**src/rtl/sound_glu_pkg.sv**
```systemverilog
// Shared definitions for the IIgs sound GLU: host register map, control bits, FSM states.
package sound_pkg;

  localparam logic [1:0] GLU_CTRL = 2'd0;
  localparam logic [1:0] GLU_DATA = 2'd1;
  localparam logic [1:0] GLU_ALO  = 2'd2;
  localparam logic [1:0] GLU_AHI  = 2'd3;

  localparam int unsigned CTL_BUSY = 7;
  localparam int unsigned CTL_RAM  = 6;
  localparam int unsigned CTL_AINC = 5;

  typedef enum logic [2:0] {
    StIdle,
    StWaitSlot,
    StRamCap,
    StDocStrobe,
    StDocCap
  } glu_state_e;

endpackage

```
**src/rtl/sound_glu_if.sv**
```systemverilog
// Host-side register bus of the sound GLU ($C03C-$C03F).
interface sound_glu_if;

  logic       host_sel;
  logic       host_wr;
  logic [1:0] host_addr;
  logic [7:0] host_din;
  logic [7:0] host_dout;

  modport master (
    output host_sel,
    output host_wr,
    output host_addr,
    output host_din,
    input  host_dout
  );

  modport slave (
    input  host_sel,
    input  host_wr,
    input  host_addr,
    input  host_din,
    output host_dout
  );

endinterface

```
**src/rtl/sound_ram_arb.sv**
```systemverilog
// Sound RAM arbiter: the DOC owns every slot it strobes; the host gets free 7M slots.
module sound_ram_arb #(
  parameter int unsigned ADDR_W = 16
) (
  input  logic              clk_7m_en_i,
  input  logic              doc_osc_en_i,
  input  logic              host_req_i,
  input  logic              host_we_i,
  input  logic [ADDR_W-1:0] host_addr_i,
  input  logic [7:0]        host_wdata_i,
  input  logic [ADDR_W-1:0] doc_addr_i,
  output logic              grant_o,
  output logic [ADDR_W-1:0] ram_addr_o,
  output logic              ram_we_o,
  output logic [7:0]        ram_wdata_o
);

  always_comb begin
    grant_o     = host_req_i && clk_7m_en_i && !doc_osc_en_i;
    ram_addr_o  = grant_o ? host_addr_i : doc_addr_i;
    ram_we_o    = grant_o && host_we_i;
    ram_wdata_o = host_wdata_i;
  end

endmodule

```
**src/rtl/sound_glu.sv**
```systemverilog
// Apple IIgs sound GLU: host registers, DOC register access and shared sound RAM access.
module sound_glu #(
  parameter int unsigned ADDR_W           = 16,
  parameter bit          AUTO_INC_DEFAULT = 1'b0
) (
  input  logic              CLK_14M,
  input  logic              reset_n,
  input  logic              clk_7M_en,
  sound_glu_if.slave        host,
  input  logic              doc_osc_en,
  input  logic [ADDR_W-1:0] doc_addr,
  input  logic [7:0]        doc_rdata,
  output logic [7:0]        doc_reg_addr,
  output logic [7:0]        doc_reg_wdata,
  output logic              doc_wr,
  output logic              doc_host_en,
  output logic [ADDR_W-1:0] ram_addr,
  output logic              ram_we,
  output logic [7:0]        ram_wdata,
  input  logic [7:0]        ram_rdata,
  output logic [3:0]        volume,
  output logic              busy
);

  import sound_pkg::*;

  glu_state_e        state_q, state_d;
  logic              ctrl_ram_q, ctrl_ram_d;
  logic              ctrl_ainc_q, ctrl_ainc_d;
  logic [3:0]        volume_q, volume_d;
  logic [ADDR_W-1:0] addr_q, addr_d;
  logic [7:0]        wdata_q, wdata_d;
  logic [7:0]        data_latch_q, data_latch_d;
  logic [7:0]        host_dout_q, host_dout_d;
  logic              is_wr_q, is_wr_d;
  logic [7:0]        ctrl_rd;

  logic data_sel, start, grant, host_req;
  logic access_done, cap_ram, cap_doc;

  assign busy     = (state_q != StIdle);
  assign data_sel = host.host_sel && (host.host_addr == GLU_DATA);
  // Data accesses seen while busy (including the completion cycle) launch nothing.
  assign start    = data_sel && !busy;
  assign host_req = (state_q == StWaitSlot);

  sound_ram_arb #(
    .ADDR_W(ADDR_W)
  ) u_ram_arb (
    .clk_7m_en_i (clk_7M_en),
    .doc_osc_en_i(doc_osc_en),
    .host_req_i  (host_req),
    .host_we_i   (is_wr_q),
    .host_addr_i (addr_q),
    .host_wdata_i(wdata_q),
    .doc_addr_i  (doc_addr),
    .grant_o     (grant),
    .ram_addr_o  (ram_addr),
    .ram_we_o    (ram_we),
    .ram_wdata_o (ram_wdata)
  );

  always_ff @(posedge CLK_14M or negedge reset_n) begin
    if (!reset_n) begin
      state_q <= StIdle;
    end else begin
      state_q <= state_d;
    end
  end

  always_comb begin
    state_d = state_q;
    unique case (state_q)
      StIdle:      if (start) state_d = ctrl_ram_q ? StWaitSlot : StDocStrobe;
      StWaitSlot:  if (grant) state_d = is_wr_q ? StIdle : StRamCap;
      StRamCap:    state_d = StIdle;
      StDocStrobe: state_d = is_wr_q ? StIdle : StDocCap;
      StDocCap:    state_d = StIdle;
      default:     state_d = StIdle;
    endcase
  end

  // A single DOC strobe per access keeps the OIR irq stack from popping twice.
  always_comb begin
    doc_host_en = 1'b0;
    doc_wr      = 1'b0;
    access_done = 1'b0;
    cap_ram     = 1'b0;
    cap_doc     = 1'b0;
    unique case (state_q)
      StIdle: ;
      StWaitSlot:  access_done = grant && is_wr_q;
      StRamCap: begin
        cap_ram     = 1'b1;
        access_done = 1'b1;
      end
      StDocStrobe: begin
        doc_host_en = 1'b1;
        doc_wr      = is_wr_q;
        access_done = is_wr_q;
      end
      StDocCap: begin
        cap_doc     = 1'b1;
        access_done = 1'b1;
      end
      default: ;
    endcase
  end

  always_comb begin
    ctrl_rd           = 8'h00;
    ctrl_rd[CTL_BUSY] = busy;
    ctrl_rd[CTL_RAM]  = ctrl_ram_q;
    ctrl_rd[CTL_AINC] = ctrl_ainc_q;
    ctrl_rd[3:0]      = volume_q;
  end

  always_comb begin
    ctrl_ram_d   = ctrl_ram_q;
    ctrl_ainc_d  = ctrl_ainc_q;
    volume_d     = volume_q;
    addr_d       = addr_q;
    wdata_d      = wdata_q;
    data_latch_d = data_latch_q;
    host_dout_d  = host_dout_q;
    is_wr_d      = is_wr_q;

    if (host.host_sel && host.host_wr) begin
      case (host.host_addr)
        GLU_CTRL: begin
          ctrl_ram_d  = host.host_din[CTL_RAM];
          ctrl_ainc_d = host.host_din[CTL_AINC];
          volume_d    = host.host_din[3:0];
        end
        GLU_DATA: if (!busy) wdata_d = host.host_din;
        GLU_ALO:  if (!busy) addr_d[7:0] = host.host_din;
        GLU_AHI:  if (!busy) addr_d[ADDR_W-1:8] = (ADDR_W-8)'(host.host_din);
        default: ;
      endcase
    end

    // Data reads return the previous result; the new one lands in data_latch later.
    if (host.host_sel && !host.host_wr) begin
      case (host.host_addr)
        GLU_CTRL: host_dout_d = ctrl_rd;
        GLU_DATA: host_dout_d = data_latch_q;
        GLU_ALO:  host_dout_d = addr_q[7:0];
        GLU_AHI:  host_dout_d = 8'(addr_q >> 8);
        default:  host_dout_d = host_dout_q;
      endcase
    end

    if (start) is_wr_d = host.host_wr;
    if (cap_ram) data_latch_d = ram_rdata;
    if (cap_doc) data_latch_d = doc_rdata;
    if (access_done && ctrl_ainc_q) addr_d = addr_q + ADDR_W'(1);
  end

  always_ff @(posedge CLK_14M or negedge reset_n) begin
    if (!reset_n) begin
      ctrl_ram_q   <= 1'b0;
      ctrl_ainc_q  <= AUTO_INC_DEFAULT;
      volume_q     <= 4'h0;
      addr_q       <= '0;
      wdata_q      <= 8'h00;
      data_latch_q <= 8'h00;
      host_dout_q  <= 8'h00;
      is_wr_q      <= 1'b0;
    end else begin
      ctrl_ram_q   <= ctrl_ram_d;
      ctrl_ainc_q  <= ctrl_ainc_d;
      volume_q     <= volume_d;
      addr_q       <= addr_d;
      wdata_q      <= wdata_d;
      data_latch_q <= data_latch_d;
      host_dout_q  <= host_dout_d;
      is_wr_q      <= is_wr_d;
    end
  end

  assign host.host_dout = host_dout_q;
  assign volume         = volume_q;
  assign doc_reg_addr   = addr_q[7:0];
  assign doc_reg_wdata  = wdata_q;

endmodule

```
**src/flat_wrapper.sv**
```systemverilog
// flat-port wrapper written by rule: the top's interface ports become plain ports
module sound_glu_flat import sound_pkg::*;
#(
  parameter int unsigned ADDR_W           = 16,
  parameter bit          AUTO_INC_DEFAULT = 1'b0
)
  (CLK_14M, reset_n, clk_7M_en, doc_osc_en, doc_addr, doc_rdata, doc_reg_addr, doc_reg_wdata, doc_wr, doc_host_en, ram_addr, ram_we, ram_wdata, ram_rdata, volume, busy, host_host_sel, host_host_wr, host_host_addr, host_host_din, host_host_dout);
  sound_glu_if host_i ();
  input  logic CLK_14M;
  input  logic reset_n;
  input  logic clk_7M_en;
  input  logic doc_osc_en;
  input  logic [ADDR_W-1:0] doc_addr;
  input  logic [7:0] doc_rdata;
  output logic [7:0] doc_reg_addr;
  output logic [7:0] doc_reg_wdata;
  output logic doc_wr;
  output logic doc_host_en;
  output logic [ADDR_W-1:0] ram_addr;
  output logic ram_we;
  output logic [7:0] ram_wdata;
  input  logic [7:0] ram_rdata;
  output logic [3:0] volume;
  output logic busy;
  input wire logic [$bits(host_i.host_sel)-1:0] host_host_sel;
  input wire logic [$bits(host_i.host_wr)-1:0] host_host_wr;
  input wire logic [$bits(host_i.host_addr)-1:0] host_host_addr;
  input wire logic [$bits(host_i.host_din)-1:0] host_host_din;
  output wire logic [$bits(host_i.host_dout)-1:0] host_host_dout;
  assign host_i.host_sel = host_host_sel;
  assign host_i.host_wr = host_host_wr;
  assign host_i.host_addr = host_host_addr;
  assign host_i.host_din = host_host_din;
  assign host_host_dout = host_i.host_dout;
  sound_glu #(.ADDR_W(ADDR_W), .AUTO_INC_DEFAULT(AUTO_INC_DEFAULT)) u_core (.CLK_14M(CLK_14M), .reset_n(reset_n), .clk_7M_en(clk_7M_en), .host(host_i), .doc_osc_en(doc_osc_en), .doc_addr(doc_addr), .doc_rdata(doc_rdata), .doc_reg_addr(doc_reg_addr), .doc_reg_wdata(doc_reg_wdata), .doc_wr(doc_wr), .doc_host_en(doc_host_en), .ram_addr(ram_addr), .ram_we(ram_we), .ram_wdata(ram_wdata), .ram_rdata(ram_rdata), .volume(volume), .busy(busy));
endmodule
```
**config.mk**
```make
export PLATFORM = sky130hd
export DESIGN_NAME = sound_glu_flat
export DESIGN_NICKNAME = d
export VERILOG_FILES = /design/src/rtl/sound_glu_pkg.sv /design/src/rtl/sound_glu_if.sv /design/src/rtl/sound_ram_arb.sv /design/src/rtl/sound_glu.sv /design/src/flat_wrapper.sv
export SDC_FILE = /design/constraint.sdc
export NUM_CORES = 1
export LEC_CHECK = 0
export BUFFER_PORTS_ARGS = -buffer_cell sky130_fd_sc_hd__buf_2
export CAP_MARGIN = 0
export CORE_UTILIZATION = 50
export DETAILED_ROUTE_END_ITERATION = 10
export GPL_ROUTABILITY_DRIVEN = 0
export PLACE_DENSITY = 0.91
export SYNTH_ARGS = -nofsm -noshare
export SYNTH_HDL_FRONTEND = slang
export SYNTH_SLANG_ARGS = --single-unit
```
**constraint.sdc**
```tcl
create_clock -name CLK_14M -period 2.5 [get_ports CLK_14M]
set_input_delay 0.125 -clock CLK_14M [delete_from_list [all_inputs] [get_ports CLK_14M]]
set_output_delay 0.125 -clock CLK_14M [all_outputs]
set_load 0.005 [all_outputs]
```
==> results.md <==
- Yosys top cell area share: 41.1%
- Synthesis Warnings: 0
- Vias post-DR: 2798
- Place WS: 0.301 ns
- Crit path kind: reg -> reg
- CP arrival: 2.48 ns
- Leakage power: 1.60 nW
- H-tree levels: 2
- Antenna cells: 0
- Num CTS Buffers: 5
- Bufs on Longest Clock Path: 2
- Row Count: 28
- Combinational power share: 41.1%
- Number of setup buffers added after CTS: 0
- CTS Sinks: 50
- Seq. cell area: 0.00125 mm^2
- Post-synth EDFFs: 0
- Synth top area cells: dfrtp_1 (41%), mux2_2 (15%), mux4_2 (5.2%)
- Total power: 3.82 mW
- Max_slew headroom: 51.1%
- Global Route Usage Sum: 27.0%
- CTS tree: yes
- Internal cell power: 2.29 mW
- Critical path capture point type: register
- Post-synthesis sequential area ratio: 41.1%
- Largest area contributor in the netlist: dfrtp_1
- Pwr Density: 1050 mW/mm^2
- FF+latch count, synth: 50
- Largest net degree at the start of global routing: 29
- Buffers & Inverters on Critical Path: 2
- Fmax: 436 MHz
- Slowest stage delay, CP: 0.49 ns
- Setup TNS: 0 ns
- Worst path cell trace: inv_2 -> nand2_4 -> nor2_4 -> inv_2 -> or3_1 -> mux2_2 -> a221o_1
- Final Setup Violations: 0
- Status: complete, no violations
- Number of top-level pins: 104
- Tcrit/Tclk final: 91.7%
- Nets: 420
- Final worst setup slack: 0.208 ns
- Crit-path max FO: 11
- Fin crit period: 2.29 ns
- Mapped Area: 0.00305 mm^2
- CP required: 2.69 ns
- Ys flop type: dfrtp_1
- Count of filler cells inserted in the layout: 473
- Slowest stage cell, crit path: or3_1
- Worst reg2reg setup slack: 0.21 ns
- Share of total power in sequential cells: 44.2%
- Final hold slack: 0.0990 ns
- Post-Syn Area per Cell: 10.6 um^2
- Worst-Margin Slew: 0.728 ns
- Detail Placement HPWL: 6160 um
- Share of flip-flops with an asynchronous set or reset: 100%
- Fraction of layout instances using a drive strength above 1: 47.8%
- Clock power frac: 14.7%
- Initial core utilization: 51.7%
- Final hold vios: 0
- PortBufs: 103
- DR WL/cell: 18.9 um
- Slew Viols, Final: 0
- Post-Syn Instances: 286
- Initial DRC count: 361
- Sw Pwr: 1.53 mW
- Worst VDD drop: 0.000538 V
- Post-synth cell types: 43
- Clock transition at path regs: 0.09 ns
- Vias in the first global route: 2583
- Core Area: 0.00589 mm^2
- RSZ-0062 raised after global routing: no
- WL final: 8440 um
- Root Driver: clkbuf_8
- Area of the multi-input gates: 0.00156 mm^2
- Final antenna-violating net count: 0
- # DRC: 0
- First-pass GRT wire length: 12900 um
- Syn nets: 335
- Clock Skew: 0.0102 ns
- Most frequent CP cell: inv_2
- TritonRoute pass-1 iters: 5
- Max-cap viol count: 0
- Overflow after GRT: 0
- Min-delay worst type: in -> reg
- Worst skew pair latency: 0.31 ns
- Die footprint: 0.00641 mm^2
- Via density: 6.26
- Die W: 80.0 um
- P&R area growth vs syn: 19.2%
- Chip Height: 80.0 um
- Initial antenna violation count: 0
- CP top delay family: simple AND/OR/NAND/NOR gates
- Critical path startpoint category: register
- Sw frac: 40.1%
## through the flow
step           utilization, %  instance area (um^2)  cells
3_5_place_dp             59.7                  3510    438
3_3_place_gp             59.7                  3510    438
6_report                 61.7                  3630    447
4_1_cts                  61.7                  3630    447
2_1_floorplan               -                  3050    286
5_1_grt                  61.7                  3630    447
## final timing paths
check | startpoint | to | cells past startpoint
max | u_core.state_q[0]$_DFFE_PN0P_ | u_core.addr_q[4]$_DFFE_PN0P_ | 7
min | host_host_din[0] | u_core.addr_q[8]$_DFFE_PN0P_ | 2
max reg2reg | u_core.state_q[0]$_DFFE_PN0P_ | u_core.addr_q[4]$_DFFE_PN0P_ | 7
min reg2reg | u_core.host.host_dout[7]$_DFFE_PN0P_ | u_core.host.host_dout[7]$_DFFE_PN0P_ | 1
max in group asynchronous | reset_n | u_core.data_latch_q[2]$_DFFE_PN0P_ | 3
min in group asynchronous | reset_n | u_core.addr_q[3]$_DFFE_PN0P_ | 2
## synthesized netlist by cell type, types with 2 or more instances
master and number:
o22ai_1 17, buf_4 18, and3_1 4, nor3_2 2, nor4_1 2, buf_2 4
nor4_4 2, o311ai_0 5, a211oi_1 3, nor3_1 12, nor2b_1 2, nor2_1 12
mux4_2 7, nand2_1 15, o22a_1 8, or3_1 2, clkbuf_1 10, a21oi_1 14
buf_1 2, dfrtp_1 50, a221o_1 4, a31oi_1 2, mux2_2 40, nand4_1 3
inv_2 3, inv_1 4, mux2i_1 3, o211ai_1 8, nand2b_1 4, nand3_1 10
and4_1 2
## state kept, by name, summed over array words and instances (netlist names)
register	flops
u_core.doc_reg_wdata	8
u_core.addr_q	16
u_core.volume	4
u_core.host.host_dout	8
u_core.ctrl_ainc_q	1
u_core.state_q	3
u_core.is_wr_q	1
u_core.ctrl_ram_q	1
u_core.data_latch_q	8
## power groups by stage
| stage | combinational, mW | sequential, mW | clock (mW) |
|---|---|---|---|
| finish | 1.57 | 1.69 | 0.562 |
| floorplan | 1.23 | 1.47 | 0 |
| global placement | 1.49 | 1.64 | 0 |
| detailed placement | 1.56 | 1.67 | 0 |
| CTS | 1.56 | 1.66 | 0.565 |
| global route | 1.71 | 1.72 | 0.595 |
## area by class of cell
class / instances / area share, %
clock buffer: 5 / 1.90
clock inverter: 3 / 1.10
inverter: 7 / 0.724
tap: 75 / 2.59
multi-input combinational: 194 / 42.9
timing repair buffer: 113 / 16.3
sequential: 50 / 34.5
## placed cells by master (no fill, tap or decap), drive strengths merged, types with 2 or more instances in the layout
cell type  synthesis  layout
buf               25     112
dfrtp             50      50
mux2              40      40
o22ai             17      17
nand2             16      16
a21oi             14      14
nor3              14      14
nor2              13      13
nand3             10      10
o211ai             8       8
o22a               8       8
mux4               7       7
inv                7       7
o311ai             5       5
clkbuf            10       5
and3               4       4
nand2b             4       4
a221o              4       4
nor4               4       4
mux2i              3       3
nand4              3       3
a211oi             3       3
nor2b              2       2
or3                2       2
and4               2       2
a31oi              2       2
clkinv             0       2
o21ai              2       2
## per-layer routing
metal	global-route usage, %	wire [um]
met1	35.3	3300
met2	43.2	4100
met3	4.11	768
met4	13.8	277
met5	0	0
## repair_timing
item                                   CTS  global route
resized for setup                        0             0
hold buffers                             1             0
endpoints found under the hold margin   22             0
## cell families (layout without fill, tap and decap cells)
group | after synthesis | count (layout) | synth area share, %
compound gates | 65 | 65 | 14.9
xor+xnor | 2 | 2 | 0.575
buf+inv | 42 | 128 | 7.81
simple gates | 76 | 76 | 14.3
fa+ha+maj | 1 | 1 | 0.411
flops | 50 | 50 | 41.1
mux | 50 | 50 | 21.0
Power figures use the tool's default switching activity.
